`src/rtl/riscv_32_multicycle_ctrl.sv`:
```
// Multi-cycle FETCH/DECODE/EXECUTE/WRITEBACK sequencer for the RV32 core.
// Define RISCV_CTRL_RETIRE_CNT_EN to build the retired-instruction counter.
module riscv_32_multicycle_ctrl #(
    parameter int FETCH_TIMEOUT = 15,
    parameter int CNT_W         = 32
) (
    input  logic             clk,
    input  logic             rst_n,
    input  logic             start,
    input  logic             halt_req,
    input  logic             imem_ack,
    input  logic [2:0]       instr_type,
    output logic             imem_req,
    output logic             ir_we,
    output logic             pc_we,
    output logic             rf_we,
    output logic             alu_src_imm,
    output logic             wb_sel_upper,
    output logic             fault,
    output logic [1:0]       fault_cause,
    output logic [2:0]       state,
    output logic [CNT_W-1:0] retire_cnt
);
    localparam int TW = $clog2(FETCH_TIMEOUT + 1);
    localparam logic [TW-1:0] TO_LIMIT = TW'(FETCH_TIMEOUT);

    typedef enum logic [2:0] {
        S_IDLE   = 3'd0,
        S_FETCH  = 3'd1,
        S_DECODE = 3'd2,
        S_EXEC   = 3'd3,
        S_WB     = 3'd4,
        S_FAULT  = 3'd5
    } state_t;

    state_t        state_q, state_d;
    logic [TW-1:0] tcnt_q, tcnt_d, tcnt_inc;
    logic [1:0]    cause_q, cause_d;
    logic [2:0]    type_q;
    logic          sel_phase;

    assign tcnt_inc = tcnt_q + TW'(1);

    always_ff @(posedge clk or negedge rst_n) begin
        if (!rst_n) begin
            state_q <= S_IDLE;
            tcnt_q  <= '0;
            cause_q <= 2'b00;
            type_q  <= 3'b000;
        end else begin
            state_q <= state_d;
            tcnt_q  <= tcnt_d;
            cause_q <= cause_d;
            if (state_q == S_DECODE)
                type_q <= instr_type;
        end
    end

    // Timeout counter defaults to zero so it is clear on every FETCH entry.
    always_comb begin
        state_d = state_q;
        tcnt_d  = '0;
        cause_d = cause_q;
        case (state_q)
            S_IDLE:   if (start) state_d = S_FETCH;
            S_FETCH: begin
                if (imem_ack) begin
                    state_d = S_DECODE;
                end else if (tcnt_inc == TO_LIMIT) begin
                    state_d = S_FAULT;
                    cause_d = 2'b01;
                end else begin
                    tcnt_d = tcnt_inc;
                end
            end
            S_DECODE: begin
                if (instr_type > 3'd2) begin
                    state_d = S_FAULT;
                    cause_d = 2'b10;
                end else begin
                    state_d = S_EXEC;
                end
            end
            S_EXEC:   state_d = S_WB;
            S_WB:     state_d = halt_req ? S_IDLE : S_FETCH;
            S_FAULT: begin
                if (start) begin
                    state_d = S_IDLE;
                    cause_d = 2'b00;
                end
            end
            default:  state_d = S_IDLE;
        endcase
    end

    assign sel_phase    = (state_q == S_EXEC) || (state_q == S_WB);
    assign imem_req     = (state_q == S_FETCH);
    assign ir_we        = imem_req & imem_ack;
    assign pc_we        = (state_q == S_WB);
    assign rf_we        = (state_q == S_WB);
    assign alu_src_imm  = sel_phase && (type_q == 3'b001);
    assign wb_sel_upper = sel_phase && (type_q == 3'b010);
    assign fault        = (state_q == S_FAULT);
    assign fault_cause  = cause_q;
    assign state        = state_q;

`ifdef RISCV_CTRL_RETIRE_CNT_EN
    logic [CNT_W-1:0] rcnt_q;
    always_ff @(posedge clk or negedge rst_n) begin
        if (!rst_n)
            rcnt_q <= '0;
        else if (state_q == S_WB)
            rcnt_q <= rcnt_q + CNT_W'(1);
    end
    assign retire_cnt = rcnt_q;
`else
    assign retire_cnt = '0;
`endif

endmodule
```
`config.mk`:
```
export PLATFORM = sky130hd
export DESIGN_NAME = riscv_32_multicycle_ctrl
export DESIGN_NICKNAME = d
export VERILOG_FILES = /design/src/rtl/riscv_32_multicycle_ctrl.sv
export SDC_FILE = /design/constraint.sdc
export NUM_CORES = 1
export LEC_CHECK = 0
export ABC_CLOCK_PERIOD_IN_PS = 1850
export CAP_MARGIN = 20
export CORE_MARGIN = 4
export CORE_UTILIZATION = 38
export CTS_BUF_LIST = sky130_fd_sc_hd__clkbuf_16
export CTS_CLUSTER_DIAMETER = 30
export DETAILED_ROUTE_END_ITERATION = 8
export PLACE_DENSITY = 0.8
export SYNTH_ARGS = -nofsm -noshare
export SYNTH_HDL_FRONTEND = slang
export SYNTH_SLANG_ARGS = --single-unit
```
`constraint.sdc`:
```
create_clock -name clk -period 1.85 [get_ports clk]
set_clock_uncertainty 0.15 [all_clocks]
set_input_delay 0.37 -clock clk [delete_from_list [all_inputs] [get_ports clk]]
set_output_delay 0.37 -clock clk [all_outputs]
set_load 0.02 [all_outputs]
```
Word level (Yosys, flattened, before mapping):

Index checks and enable logic that the tools add are counted.

* register bits: 12
* input port bits: 8
* output and inout port bits: 44
* logic and storage cells: 43

* add/subtract/negate cells: 1
* order comparisons: 1
* equality and inequality tests: 14
* mux-type cells: 15
* bitwise logic cells: 1
* reductions and logical operators: 7

Operator list (count)
* $pmux 3 s6: 1
* $mux 3: 5
* $mux 4: 3
* $eq 3x2->1 const B: 3
* $mux 2: 4
* $eq 3x1->1 const B: 2
* $eq 3x3->1 const B: 2
* $ne 2x2->1 const B: 3
* $pmux 2 s3: 1
* $reduce_and 5->1: 1
* $add 4x1->4 const B: 1
* $eq 4x4->1 const B: 1
* $ne 2x1->1 const B: 2
* $gt 3x2->1 const B: 1
* $logic_not 3->1: 1
* $ne 3x2->1 const B: 1
* $reduce_and 3->1: 1
* $reduce_bool 3->1: 1
* $logic_and 1x1->1: 2
* $and 1x1->1: 1
* $logic_or 1x1->1: 1
* $mux 1: 1

Logic depth before layout (Yosys ltp):

* depth in word-level cells: 5
* depth in mapped cells: 6
* gate-level depth less buffers: 6

Worst setup path after synthesis:

Ideal clock, no wire load.

* path type: reg-to-output
* start: register state_q[0] (netlist: state[0])
* end: output alu_src_imm
* arrival time: 1.891 ns
* data required time: 1.330 ns
* setup slack: -0.561 ns
* stages on the path, launching flop included: 5
* buffers on the path: 0
* path through: dfrtp_1 -> nand2b_1 -> nor2_1 -> a21oi_1 -> nor4b_1

* longest elaborated chain between the ends: 3
* elaborated cells between the ends (all ways): 4
* those cells by class: eq/ne: 2; reduce/logical: 2

RTL lines
* start, declared: RTL line 36 `state_t state_q, state_d;`
* start signal, assigned: RTL line 51 `state_q <= state_d;`
* $eq 3x3->1
* via pc_we: RTL line 15 `output logic pc_we,`
* $logic_or 1x1->1: RTL line 96 `assign sel_phase = (state_q == S_EXEC) || (state_q == S_WB);`
* $logic_and 1x1->1: RTL line 101 `assign alu_src_imm = sel_phase && (type_q == 3'b001);`
* end, declared: RTL line 17 `output logic alu_src_imm,`

The timed path passes the listed nets, and every way through them passes these cells.

Worst setup path after layout:

* start: register state_q[0] (netlist: state[0])
* end: output ir_we

* longest elaborated chain between the ends: 2

RTL lines
* $eq 3x1->1: RTL line 97 `assign imem_req = (state_q == S_FETCH);`
* $and 1x1->1: RTL line 98 `assign ir_we = imem_req & imem_ack;`
* end, declared: RTL line 14 `output logic ir_we,`

No other way between the ends.

==> results.py <==
metrics = {
    "drt": {
        "vias_per_cell": 4.321,
        "drt_iter0_drc": 14,
        "wirelength_um": 1819,
        "drc": 0,
        "dr.pass1.iters": 4,
        "vias": 713,
        "wire_per_inst_um": 11.02,
        "drtAntennaViolNets": 0,
    },
    "global_route": {
        "grt_first_pass_wirelength_um": 2760,
        "grt_busiest_layer": "met2",
        "grt_util_all_layers_pct": 10.79,
        "grt_pass1_vias": 636,
        "grt_use_met1_pct": 12.90,
        "grt_use_met2_pct": 18.60,
        "grt_max_degree": 13,
        "overflow": 0,
        "use_met3_pct": 2.036,
        "antenna_found_initial": 0,
    },
    "timing": {
        "rsz0062_at_grt": "true",
        "finalCritPeriodShare_pct": 104.6,
        "hold_viol_final": 0,
        "worst_slew_pin_slew_ps": 543.3,
        "fmax_mhz": 516.8,
        "worst_slack_ps": -85.01,
        "final-max-slew-violation-count": 0,
        "layout_min_cycle_time_ps": 1935,
        "finalSetupViolations": 5,
        "fin_hold_ws_ps": 338.8,
        "timing.slew.headroom_pct": 63.67,
    },
    "placed_design": {
        "dpl_cell_area_um2": 1175,
        "portBuffers": 19,
        "gp_congestion": 0.8329,
        "dp_hpwl_um": 1475,
    },
    "power_and_ir_drop": {
        "p_sw_share_pct": 37.32,
        "p_switching_w": 0.0007373,
        "peakVddDrop_mv": 0.8876,
        "power.internal_w": 0.001239,
        "clkPwrFrac_pct": 20.0,
        "p_per_area_nw_per_um2": 1547,
        "p_leak_nw": 0.6533,
        "comb_power_share_pct": 56.3,
        "sequentialPowerShare_pct": 23.6,
    },
    "critical_path": {
        "path_buf_inv": 2,
        "required_ps": 1330,
        "cp-end-kind": "output port",
        "cpMostUsedCell": "buf_6",
        "cp_top_family": "simple AND/OR/NAND/NOR gates",
        "cp_max_fo": 4,
        "critPathKind": "flip-flop to output port",
        "startpoint": "state[0]",
        "crit_path_start_kind": "flip-flop",
        "cp_slowest_cell": "dfrtp_2",
        "arrival_ps": 1420,
        "slowest_delay_ps": 420,
        "cp_cell_sequence": "buf_6 -> and2b_1 -> and2b_2 -> and2_4 -> buf_6",
        "r2r_start": "state[0]",
    },
    "yosys": {
        "synthDominantCellAreaShare_pct": 32.61,
        "ys_seq_area_share_pct": 32.61,
        "synth_cells": 100,
        "synth.area.top_cells": "dfrtp_1 (33%), buf_4 (27%), mux2_2 (3.7%), nor2_1 (3.3%), ha_1 (2.7%)",
        "yosysWarningCount": 0,
        "synthesis.area_um2": 920.9,
        "synth_area_per_cell_um2": 9.209,
        "synth-seq-cells": 12,
        "synth_cell_types": 32,
        "synth_top_area_cell": "dfrtp_1",
    },
    "clocking": {
        "cts_tree": "done",
        "clock_latency_ps": 240,
        "cts_hold_buf": 0,
        "path_clk_slew_ps": 40,
        "cts.path.max_buffers": 2,
        "cts_sinks": 12,
        "ctsHtreeMaxLevel": 1,
        "cts_buffers": 3,
        "root_buffer": "clkbuf_16",
    },
    "cells_and_area": {
        "fin_area_um2": 1277,
        "final_nets": 148,
        "diodes": 0,
        "area_growth_syn_to_layout_pct": 38.72,
        "finish.utilization_pct": 56.66,
        "drive_above_1_share_pct": 29.93,
    },
    "outcome": {
        "violations": "negative setup slack",
        "status": "complete, but fails checks",
    },
    "floorplan": {
        "ios": 52,
        "fp-row-count": 17,
        "dieArea_um2": 3275,
        "core_um2": 2255,
        "die_y_um": 57.23,
        "start_util_pct": 40.84,
        "chipWidth_um": 57.23,
    },
    "run": {
        "maxCapViolations": 0,
    },
    "min_path": {
        "min_path_type": "primary input to async pin",
    },
}
power by group through the flow:
stage                     combinational (W)  clock [W]  sequential, W
after detailed placement            0.00107          0       0.000470
final                               0.00111   0.000396       0.000467
after CTS                           0.00111   0.000404       0.000470
after global routing                0.00120   0.000417       0.000483
after floorplan                    0.000570          0       0.000546
after global placement              0.00105          0       0.000465
stage by stage:
stage / std cells / TNS (ps) / total power, W / worst slack (ps)
floorplan: 131 / -4.962 / 0.001116 / -4.962
global placement: 159 / -1399 / 0.001511 / -298.6
detailed placement: 159 / -1436 / 0.001537 / -303.4
CTS: 164 / -225.7 / 0.001979 / -82.59
global route: 165 / -442.5 / 0.002099 / -132.5
finish: 165 / -196.2 / 0.001976 / -85.01
final timing paths:
check | to | cells past startpoint | slack (ps)
worst max-delay path | ir_we | 5 | -90
worst min-delay path | tcnt_q[2] | 1 | 340
worst max register to register | fault_cause[1] | 7 | 160
worst min register to register | fault_cause[1] | 1 | 350
max in group asynchronous | state[0] | 1 | 820
min in group clk | fault_cause[1] | 1 | 350
layout by cell type, fill, tap and decap left out, types with 3 or more instances in the layout:
| cell type | synthesis | final |
|---|---|---|
| nor2_1 | 8 | 7 |
| mux2_2 | 3 | 3 |
| o21ai_0 | 4 | 4 |
| dfrtp_1 | 12 | 10 |
| buf_6 | 1 | 5 |
| clkdlybuf4s50_1 | 0 | 9 |
| clkbuf_16 | 0 | 3 |
| conb_1 | 1 | 32 |
| buf_4 | 33 | 17 |
| nand3b_1 | 3 | 3 |
timing repair:
item / 4_1_cts / 5_1_grt
hold endpoints to repair: 0 / 0
resized for setup: 41 / 2
pin swaps: 3 / 0
setup buffers: 1 / 1
endpoints found under the setup margin: 9 / 7
synth_stat cells:
master and count:
inv_1 2, a211o_1 1, dfrtp_1 12, or2b_1 1, a22oi_1 1, nor3_1 1
a2bb2oi_1 1, nand3b_1 3, o21bai_1 1, xnor2_1 1, nand2b_1 2, and2_0 1
a21o_1 2, nor2b_1 1, a21oi_1 3, buf_6 1, conb_1 1, a22o_1 1
nor4b_1 2, ha_1 2, nand2_1 1, o21ai_0 4, mux2_2 3, and2b_1 3
o32ai_1 1, nand3_1 2, buf_4 33, and2_1 2, xor2_1 1, and2b_2 1
nor2_1 8, o2bb2ai_1 1
flip-flops by register name, summed over array words and instances (netlist names):
name / count
state: 3
fault_cause: 2
type_q: 3
tcnt_q: 4
logic make-up after synthesis:
logic type,synth area share (%)
simple gates,17.93
compound gates,11.82
other cells,0.4072
flops,32.61
mux,3.668
fa+ha+maj,2.717
buf+inv,28.94
xor+xnor,1.903
layout make-up:
cell class	instances	area [µm²]
repair buffers	36	320.3
multi-input cells	83	533.0
clock buffers	3	75.07
well taps	28	35.03
fillers	202	977.2
clock inverters	1	3.754
flip-flops and latches	12	302.8
inverters	2	7.507
metal layers:
| metal | part of all wire [%] | up-vias | wire [µm] |
|---|---|---|---|
| met1 | 37 | 333 | 681 |
| li1 | - | 345 | - |
| met3 | 7.5 | 2 | 136 |
| met5 | 0 | - | 0 |
| met2 | 54 | 33 | 975 |
| met4 | 1.4 | 0 | 26 |
(Power assumes the default switching activity.)
